### src/rtl/sdram_traffic_gen.sv
// Write-then-read traffic generator and checker for the SDRAM controller user port.
// Writes NUM_BURSTS bursts of a selectable pattern, reads them back and counts bad beats.
module sdram_traffic_gen #(
    parameter int unsigned       DATA_W     = 16,
    parameter int unsigned       ADDR_W     = 12,
    parameter int unsigned       BURST_LEN  = 4,
    parameter int unsigned       NUM_BURSTS = 8,
    parameter logic [ADDR_W-1:0] BASE_ADDR  = '0,
    parameter logic [DATA_W-1:0] SEED       = DATA_W'(16'h5A5A),
    parameter int unsigned       TIMEOUT    = 4096
) (
    input  logic              S_CLK,
    input  logic              S_RSTn,
    input  logic              start,
    input  logic [1:0]        mode,
    input  logic              ctrl_ready,
    output logic              cmd_wr_trig,
    output logic              cmd_rd_trig,
    output logic [ADDR_W-1:0] cmd_addr,
    input  logic              wr_data_req,
    output logic [DATA_W-1:0] wr_data,
    input  logic              rd_data_vld,
    input  logic [DATA_W-1:0] rd_data,
    input  logic              cmd_done,
    output logic              busy,
    output logic              pass,
    output logic              fail,
    output logic              timeout,
    output logic [15:0]       err_cnt,
    output logic [ADDR_W-1:0] first_err_addr
);

    localparam int unsigned BST_W  = (NUM_BURSTS > 1) ? $clog2(NUM_BURSTS) : 1;
    localparam int unsigned BEAT_W = $clog2(BURST_LEN + 1);
    localparam int unsigned TMO_W  = (TIMEOUT > 1) ? $clog2(TIMEOUT) : 1;

    localparam logic [BEAT_W-1:0] BEATS      = BEAT_W'(BURST_LEN);
    localparam logic [BST_W-1:0]  LAST_BURST = BST_W'(NUM_BURSTS - 1);
    localparam logic [TMO_W-1:0]  TMO_LAST   = TMO_W'(TIMEOUT - 1);

    typedef enum logic [2:0] {
        IDLE    = 3'd0,
        WR_ISS  = 3'd1,
        WR_WAIT = 3'd2,
        RD_ISS  = 3'd3,
        RD_WAIT = 3'd4,
        FIN     = 3'd5
    } state_t;

    state_t              state_q, state_n;
    logic [BST_W-1:0]    burst_q, burst_n;
    logic [BEAT_W-1:0]   beat_q, beat_n, beat_eff;
    logic [TMO_W-1:0]    tmo_q, tmo_n;
    logic [1:0]          mode_q, mode_n;
    logic                cmd_wr_trig_n, cmd_rd_trig_n, busy_n, pass_n, fail_n, timeout_n;
    logic [ADDR_W-1:0]   cmd_addr_n, first_err_addr_n, err_addr_c;
    logic [DATA_W-1:0]   wr_data_n;
    logic [15:0]         err_cnt_n;
    logic [31:0]         err_add, err_sum;
    logic                done_ok;

    function automatic logic [ADDR_W-1:0] burst_addr(input logic [BST_W-1:0] b);
        return ADDR_W'(32'(BASE_ADDR) + 32'(b) * BURST_LEN);
    endfunction

    // Data for beat 'beat' of burst 'b'; 'a' is that burst's start address
    function automatic logic [DATA_W-1:0] pattern(input logic [1:0] m, input logic [BST_W-1:0] b,
                                                  input logic [BEAT_W-1:0] beat,
                                                  input logic [ADDR_W-1:0] a);
        logic [DATA_W-1:0] i;
        i = DATA_W'(32'(b) * BURST_LEN + 32'(beat));
        case (m)
            2'd0:    return i + SEED;
            2'd1:    return DATA_W'(1) << (i % DATA_W'(DATA_W));
            2'd2:    return ~(i + SEED);
            default: return DATA_W'(a + ADDR_W'(beat));
        endcase
    endfunction

    always_ff @(posedge S_CLK or negedge S_RSTn) begin
        if (!S_RSTn) begin
            state_q        <= IDLE;
            burst_q        <= '0;
            beat_q         <= '0;
            tmo_q          <= '0;
            mode_q         <= '0;
            cmd_wr_trig    <= 1'b0;
            cmd_rd_trig    <= 1'b0;
            cmd_addr       <= '0;
            wr_data        <= '0;
            busy           <= 1'b0;
            pass           <= 1'b0;
            fail           <= 1'b0;
            timeout        <= 1'b0;
            err_cnt        <= '0;
            first_err_addr <= '0;
        end else begin
            state_q        <= state_n;
            burst_q        <= burst_n;
            beat_q         <= beat_n;
            tmo_q          <= tmo_n;
            mode_q         <= mode_n;
            cmd_wr_trig    <= cmd_wr_trig_n;
            cmd_rd_trig    <= cmd_rd_trig_n;
            cmd_addr       <= cmd_addr_n;
            wr_data        <= wr_data_n;
            busy           <= busy_n;
            pass           <= pass_n;
            fail           <= fail_n;
            timeout        <= timeout_n;
            err_cnt        <= err_cnt_n;
            first_err_addr <= first_err_addr_n;
        end
    end

    always_comb begin
        state_n          = state_q;
        burst_n          = burst_q;
        beat_n           = beat_q;
        tmo_n            = tmo_q;
        mode_n           = mode_q;
        cmd_wr_trig_n    = 1'b0;
        cmd_rd_trig_n    = 1'b0;
        cmd_addr_n       = cmd_addr;
        wr_data_n        = wr_data;
        busy_n           = busy;
        pass_n           = pass;
        fail_n           = fail;
        timeout_n        = timeout;
        err_cnt_n        = err_cnt;
        first_err_addr_n = first_err_addr;
        err_add          = '0;
        err_addr_c       = cmd_addr;
        beat_eff         = beat_q;
        err_sum          = '0;
        // A burst's cmd_done cannot arrive in the cycle its trigger is presented
        done_ok          = cmd_done && !cmd_wr_trig && !cmd_rd_trig;

        unique case (state_q)
            IDLE: begin
                if (start) begin
                    pass_n           = 1'b0;
                    fail_n           = 1'b0;
                    timeout_n        = 1'b0;
                    err_cnt_n        = '0;
                    first_err_addr_n = '0;
                    busy_n           = 1'b1;
                    mode_n           = mode;
                    burst_n          = '0;
                    state_n          = WR_ISS;
                end
            end
            WR_ISS: begin
                if (ctrl_ready) begin
                    cmd_wr_trig_n = 1'b1;
                    cmd_addr_n    = burst_addr(burst_q);
                    wr_data_n     = pattern(mode_q, burst_q, '0, burst_addr(burst_q));
                    beat_n        = '0;
                    tmo_n         = '0;
                    state_n       = WR_WAIT;
                end
            end
            WR_WAIT: begin
                if (wr_data_req) begin
                    if (beat_q < BEATS) begin
                        beat_n = beat_q + BEAT_W'(1);
                        if (beat_q + BEAT_W'(1) < BEATS)
                            wr_data_n = pattern(mode_q, burst_q, beat_q + BEAT_W'(1), cmd_addr);
                    end else begin
                        err_add    = 32'd1;
                        err_addr_c = cmd_addr + ADDR_W'(beat_q);
                    end
                end
                if (done_ok) begin
                    if (burst_q == LAST_BURST) begin
                        burst_n = '0;
                        state_n = RD_ISS;
                    end else begin
                        burst_n = burst_q + BST_W'(1);
                        state_n = WR_ISS;
                    end
                end else if (tmo_q == TMO_LAST) begin
                    timeout_n = 1'b1;
                    state_n   = FIN;
                end else begin
                    tmo_n = tmo_q + TMO_W'(1);
                end
            end
            RD_ISS: begin
                if (ctrl_ready) begin
                    cmd_rd_trig_n = 1'b1;
                    cmd_addr_n    = burst_addr(burst_q);
                    beat_n        = '0;
                    tmo_n         = '0;
                    state_n       = RD_WAIT;
                end
            end
            RD_WAIT: begin
                if (rd_data_vld) begin
                    if (beat_q < BEATS) begin
                        beat_eff = beat_q + BEAT_W'(1);
                        if (rd_data != pattern(mode_q, burst_q, beat_q, cmd_addr)) begin
                            err_add    = 32'd1;
                            err_addr_c = cmd_addr + ADDR_W'(beat_q);
                        end
                    end else begin
                        err_add    = 32'd1;
                        err_addr_c = cmd_addr + ADDR_W'(beat_q);
                    end
                    beat_n = beat_eff;
                end
                if (done_ok) begin
                    // Every beat never delivered by cmd_done counts as one error
                    if (beat_eff < BEATS) begin
                        if (err_add == '0)
                            err_addr_c = cmd_addr + ADDR_W'(beat_eff);
                        err_add = err_add + 32'(BEATS - beat_eff);
                    end
                    if (burst_q == LAST_BURST) begin
                        burst_n = '0;
                        state_n = FIN;
                    end else begin
                        burst_n = burst_q + BST_W'(1);
                        state_n = RD_ISS;
                    end
                end else if (tmo_q == TMO_LAST) begin
                    timeout_n = 1'b1;
                    state_n   = FIN;
                end else begin
                    tmo_n = tmo_q + TMO_W'(1);
                end
            end
            FIN: begin
                pass_n  = (err_cnt == '0) && !timeout;
                fail_n  = !((err_cnt == '0) && !timeout);
                busy_n  = 1'b0;
                state_n = IDLE;
            end
            default: state_n = IDLE;
        endcase

        // Saturating error accumulation; first error address latched once per run
        err_sum = 32'(err_cnt) + err_add;
        if (err_add != '0) begin
            if (err_cnt == '0)
                first_err_addr_n = err_addr_c;
            err_cnt_n = (err_sum > 32'h0000_FFFF) ? 16'hFFFF : 16'(err_sum);
        end
    end

endmodule

### config.mk
export PLATFORM = sky130hd
export DESIGN_NAME = sdram_traffic_gen
export DESIGN_NICKNAME = d
export VERILOG_FILES = /design/src/rtl/sdram_traffic_gen.sv
export SDC_FILE = /design/constraint.sdc
export NUM_CORES = 1
export LEC_CHECK = 0
export BUFFER_PORTS_ARGS = -buffer_cell sky130_fd_sc_hd__buf_4
export CAP_MARGIN = 20
export CORE_UTILIZATION = 40
export DETAILED_ROUTE_END_ITERATION = 12
export GPL_ROUTABILITY_DRIVEN = 1
export PLACE_DENSITY_LB_ADDON = 0.05
export SYNTH_ARGS = -nofsm -noshare
export SYNTH_HDL_FRONTEND = slang
export SYNTH_SLANG_ARGS = --single-unit
### constraint.sdc
create_clock -name S_CLK -period 12.5 [get_ports S_CLK]
set_clock_uncertainty 0.05 [all_clocks]
set_input_delay 1.875 -clock S_CLK [delete_from_list [all_inputs] [get_ports S_CLK]]
set_output_delay 1.875 -clock S_CLK [all_outputs]
set_load 0.05 [all_outputs]
==> impl_summary.md <==
Status
The run finished with clean final reports.

Clock network
TritonCTS created 9 clock buffers. Gates resized during post-CTS repair numbered 0. The CTS H-tree depth is 3. Buffers inserted to repair hold after CTS numbered 0.

The clock drives between 70 and 80 sinks. In this run the clock root is driven by a clkbuf_16. TritonCTS built the clock tree.

The post-CTS clock slew at the launch and capture registers of the worst setup and hold paths is about 60 ps. The total setup buffers inserted after CTS is 0. In this run the deepest clock path goes through 2 buffers. The insertion delay to the later sink of the worst-skew pair is 350 ps.

Power and ir drop
For this design the ratio of total power to cell area is 262 nW/um2. Across the VDD grid, the largest voltage drop is 0.142 mV. The leakage component of the power is approximately 3.5 nW.

Global routing
The final global-route overflow total is 0. The initial antenna violation count came to 0. The aggregate global-route resource usage is 0.228.

Entering global routing, the biggest net connects 77 pins. The first-pass GRT wire length is 30200 um. The via count of the first global-routing pass is 5935.

Routing
The final route contains 6444 vias. The final layout contains routed wiring with a total length of 19500 um. After detailed routing, the number of remaining DRC violations is 0. Dividing the detail-routed via count by the number of cells gives 5.99. The detail route stage leaves a number of antenna-violating nets equal to 0.

The routed wirelength normalized by instance count is 18.1 um. The first TritonRoute pass finished after 5 iterations. After the first detailed-routing iteration, the DRC count stood at about 520.

Yosys
The Yosys step of the flow raised 0 warnings. The cell count after synthesis is 806. For this run, the register share of the synthesized area comes to 0.287. dfrtp_1 takes more of the synthesized area than any other cell. The fraction of registers with async set or reset after synthesis is 1.00. The cell area that synthesis handed to floorplanning was 6620 um2.

Each instance of the synthesized netlist takes up on average 8.21 um2. By area the synthesized netlist is led by dfrtp_1 (29%), ha_1 (9.3%), nand2_1 (5.2%), a21oi_1 (3.6%), o21ai_0 (3.6%). The portion of synthesized cell area occupied by the leading cell type is 0.287. The number of synthesized flops with an enable pin is 0. The number of unique standard cell types used by synthesis is 81. The prevailing post-synth register cell is dfrtp_1. The flip-flop and latch count after synthesis is 76.

Final layout
After filler insertion, the fill cell instance count of the layout stands at 1595. For this run, the post-layout net count is 929. The proportion of layout cells with a drive suffix above 1 is 0.146. The count of antenna diodes in the layout is 0. After the flow finishes, the layout carries non-filler instances totaling 1075.

Summing all flip-flop and latch instances after layout gives roughly 1900 um2. The fraction of the core area covered by cells at the end of the flow is 0.476. From synthesis to final layout, the design area changed by 15.0%.

The multi-input logic area is roughly 4400 um2.

Floorplan
The region available for standard cell placement spans 16000 um2. The full die area is approximately 17000 um2. The chip width is 131 um. The number of core rows is 46. The die boundary height is 131 um. The number of I/O pins is 87. The initial cell density of the core is 0.414.

Placed design
Counting tap cells, the placed design contains a total of 1057 instances. The final weighted congestion of routability-driven global placement is 0.924. Detailed placement finished with a half-perimeter wire length of around 14000 um. Buffers placed on the I/O ports in this run total 77.

STA
Subtracting the final worst setup slack from the clock period gives 7910 ps. The final count of pins violating max slew came to 0. Setup repair after global routing left no endpoint under its margin. The post-route clock period utilization is 0.633.

The count of final setup violators is 0. The final hold violation count is 0. Measured against its own limit, the worst slew margin works out to 0.341. The setup total negative slack is 0 ps. The worst-margin pin slew is 985 ps. The achievable clock frequency is 0.126 GHz.

Worst setup path
Among all stages on the critical path, the largest delay is contributed by a311oi_4. The critical path is of the reg2reg type. For this run, the slowest stage of the critical path takes 680 ps.

The number of buffers and inverters on the critical path is 0. At the worst endpoint, the arrival time is approximately 8000 ps. STA classifies the critical path endpoint as a flop. Traced cell by cell, the critical path runs through ha_1 > ha_1 > or4_4 > nand2_2 > o2111ai_1 > or4_4 > a2111oi_4 > a41oi_2 > ha_1 > a221o_1 > ha_1 > fa_1 > a21o_1 > a21oi_1 > o21ai_0 > a31oi_1 > o21ai_0 > a311oi_1 > mux2i_1 > a311oi_4 > a22oi_1. The highest fanout seen on the critical path is 20. The cell type group with the largest total delay on the critical path is compound AO/OA/AOI/OAI gates. The startpoint kind of the worst setup timing path is a flop. The cell occurring most often along the worst timing path is ha_1.

STA puts the critical path data required time at between 10000 and 15000 ps.

Min path
The class of the most critical hold timing path is reg2reg.

Job
The max-capacitance violation count is 0.
[cells by family (layout without fill, tap and decap cells)]
family	Yosys count	after routing	synth area share
AOI/OAI and AO/OA	247	247	0.262
xor gates and xnor gates	34	34	0.0482
adders and majority gates	50	50	0.0957
buffers and inverters	89	134	0.0595
DFF	76	76	0.287
muxes	17	17	0.0265
other	1	9	0.000567
and+or+nand+nor	292	292	0.221
[sequential cells by signal, indices dropped and copies added, names as in the netlist]
signal,cells
beat_q,3
burst_q,3
busy,1
cmd_addr,3
cmd_rd_trig,1
cmd_wr_trig,1
err_cnt,16
fail,1
first_err_addr,12
mode_q,2
pass,1
state_q,3
timeout,1
tmo_q,12
wr_data,16
[power by group]
part / leakage [nW] / switching, mW / internal (mW)
Combinational: 2.36 / 0.849 / 0.453
Clock: 0.147 / 0.112 / 0.155
Sequential: 1.01 / 0.112 / 0.316
Total: 3.51 / 1.07 / 0.924
[worst paths after layout]
path                                 start          to  slack (ps)  depth (start not counted)
min in group asynchronous           S_RSTn   mode_q[0]        1290                          1
worst min register to register  wr_data[9]  wr_data[9]         430                          2
worst max-delay path            burst_q[0]  err_cnt[0]        4590                         21
max in group asynchronous           S_RSTn    tmo_q[4]       10510                          2
worst min-delay path            wr_data[9]  wr_data[9]         430                          2
worst max register to register  burst_q[0]  err_cnt[0]        4590                         21
[layout by cell type, fill, tap and decap left out, drive strengths merged, types with 20 or more instances in the layout]
cell,n
nand2,93
buf,86
dfrtp,76
nor2,56
o21ai,50
ha,49
a21oi,48
inv,34
nand3,25
xnor2,20
[layer usage]
layer	GRT usage	part of all wire
met1	0.296	0.45
met2	0.379	0.48
met3	0.0395	0.052
met4	0.0859	0.021
met5	0	0
[per-stage QoR]
| stage | power [mW] | instance area, um2 | setup slack (ps) | hold WS (ps) |
|---|---|---|---|---|
| floorplan | 1.38 | 6650 | 5580 | 419 |
| global placement | 1.69 | 7280 | 4730 | 414 |
| detailed placement | 1.71 | 7280 | 4550 | 417 |
| CTS | 1.99 | 7570 | 4630 | 432 |
| global route | 2.15 | 7610 | 4190 | 440 |
| finish | 2.00 | 7610 | 4590 | 426 |
[synthesized netlist by cell type, types with 4 or more instances]
cell,n
a211oi_1,7
a21o_1,14
a21oi_1,48
a22o_1,6
a22oi_1,18
a31oi_1,18
a32o_1,4
and2_1,6
and3_1,18
buf_1,4
buf_2,6
buf_4,10
clkbuf_1,35
dfrtp_1,76
ha_1,49
inv_1,31
mux2_2,4
mux2i_1,13
nand2_1,92
nand2b_1,14
nand3_1,25
nand3b_1,5
nand4_1,18
nor2_1,56
nor2b_1,7
nor3_1,12
nor4_1,7
o211ai_1,5
o21ai_0,48
o21bai_1,4
o22ai_1,6
o311ai_0,4
o31ai_1,12
o32ai_1,4
or2_2,6
or3_1,7
xnor2_1,20
xor2_1,12
[tightest hold or removal path, cell delays in order (launching register included)]
cell	delay, ps
dfrtp_1	340
nand2_1	50
o31ai_1	50
[cell type report]
class,count,area share
clock buffer,10,0.0301
clock inverter,6,0.00822
timing repair buffer,86,0.0884
tap,216,0.0355
multi-input combinational,649,0.572
sequential,76,0.250
inverter,32,0.0158
(Power assumes the default switching activity.)
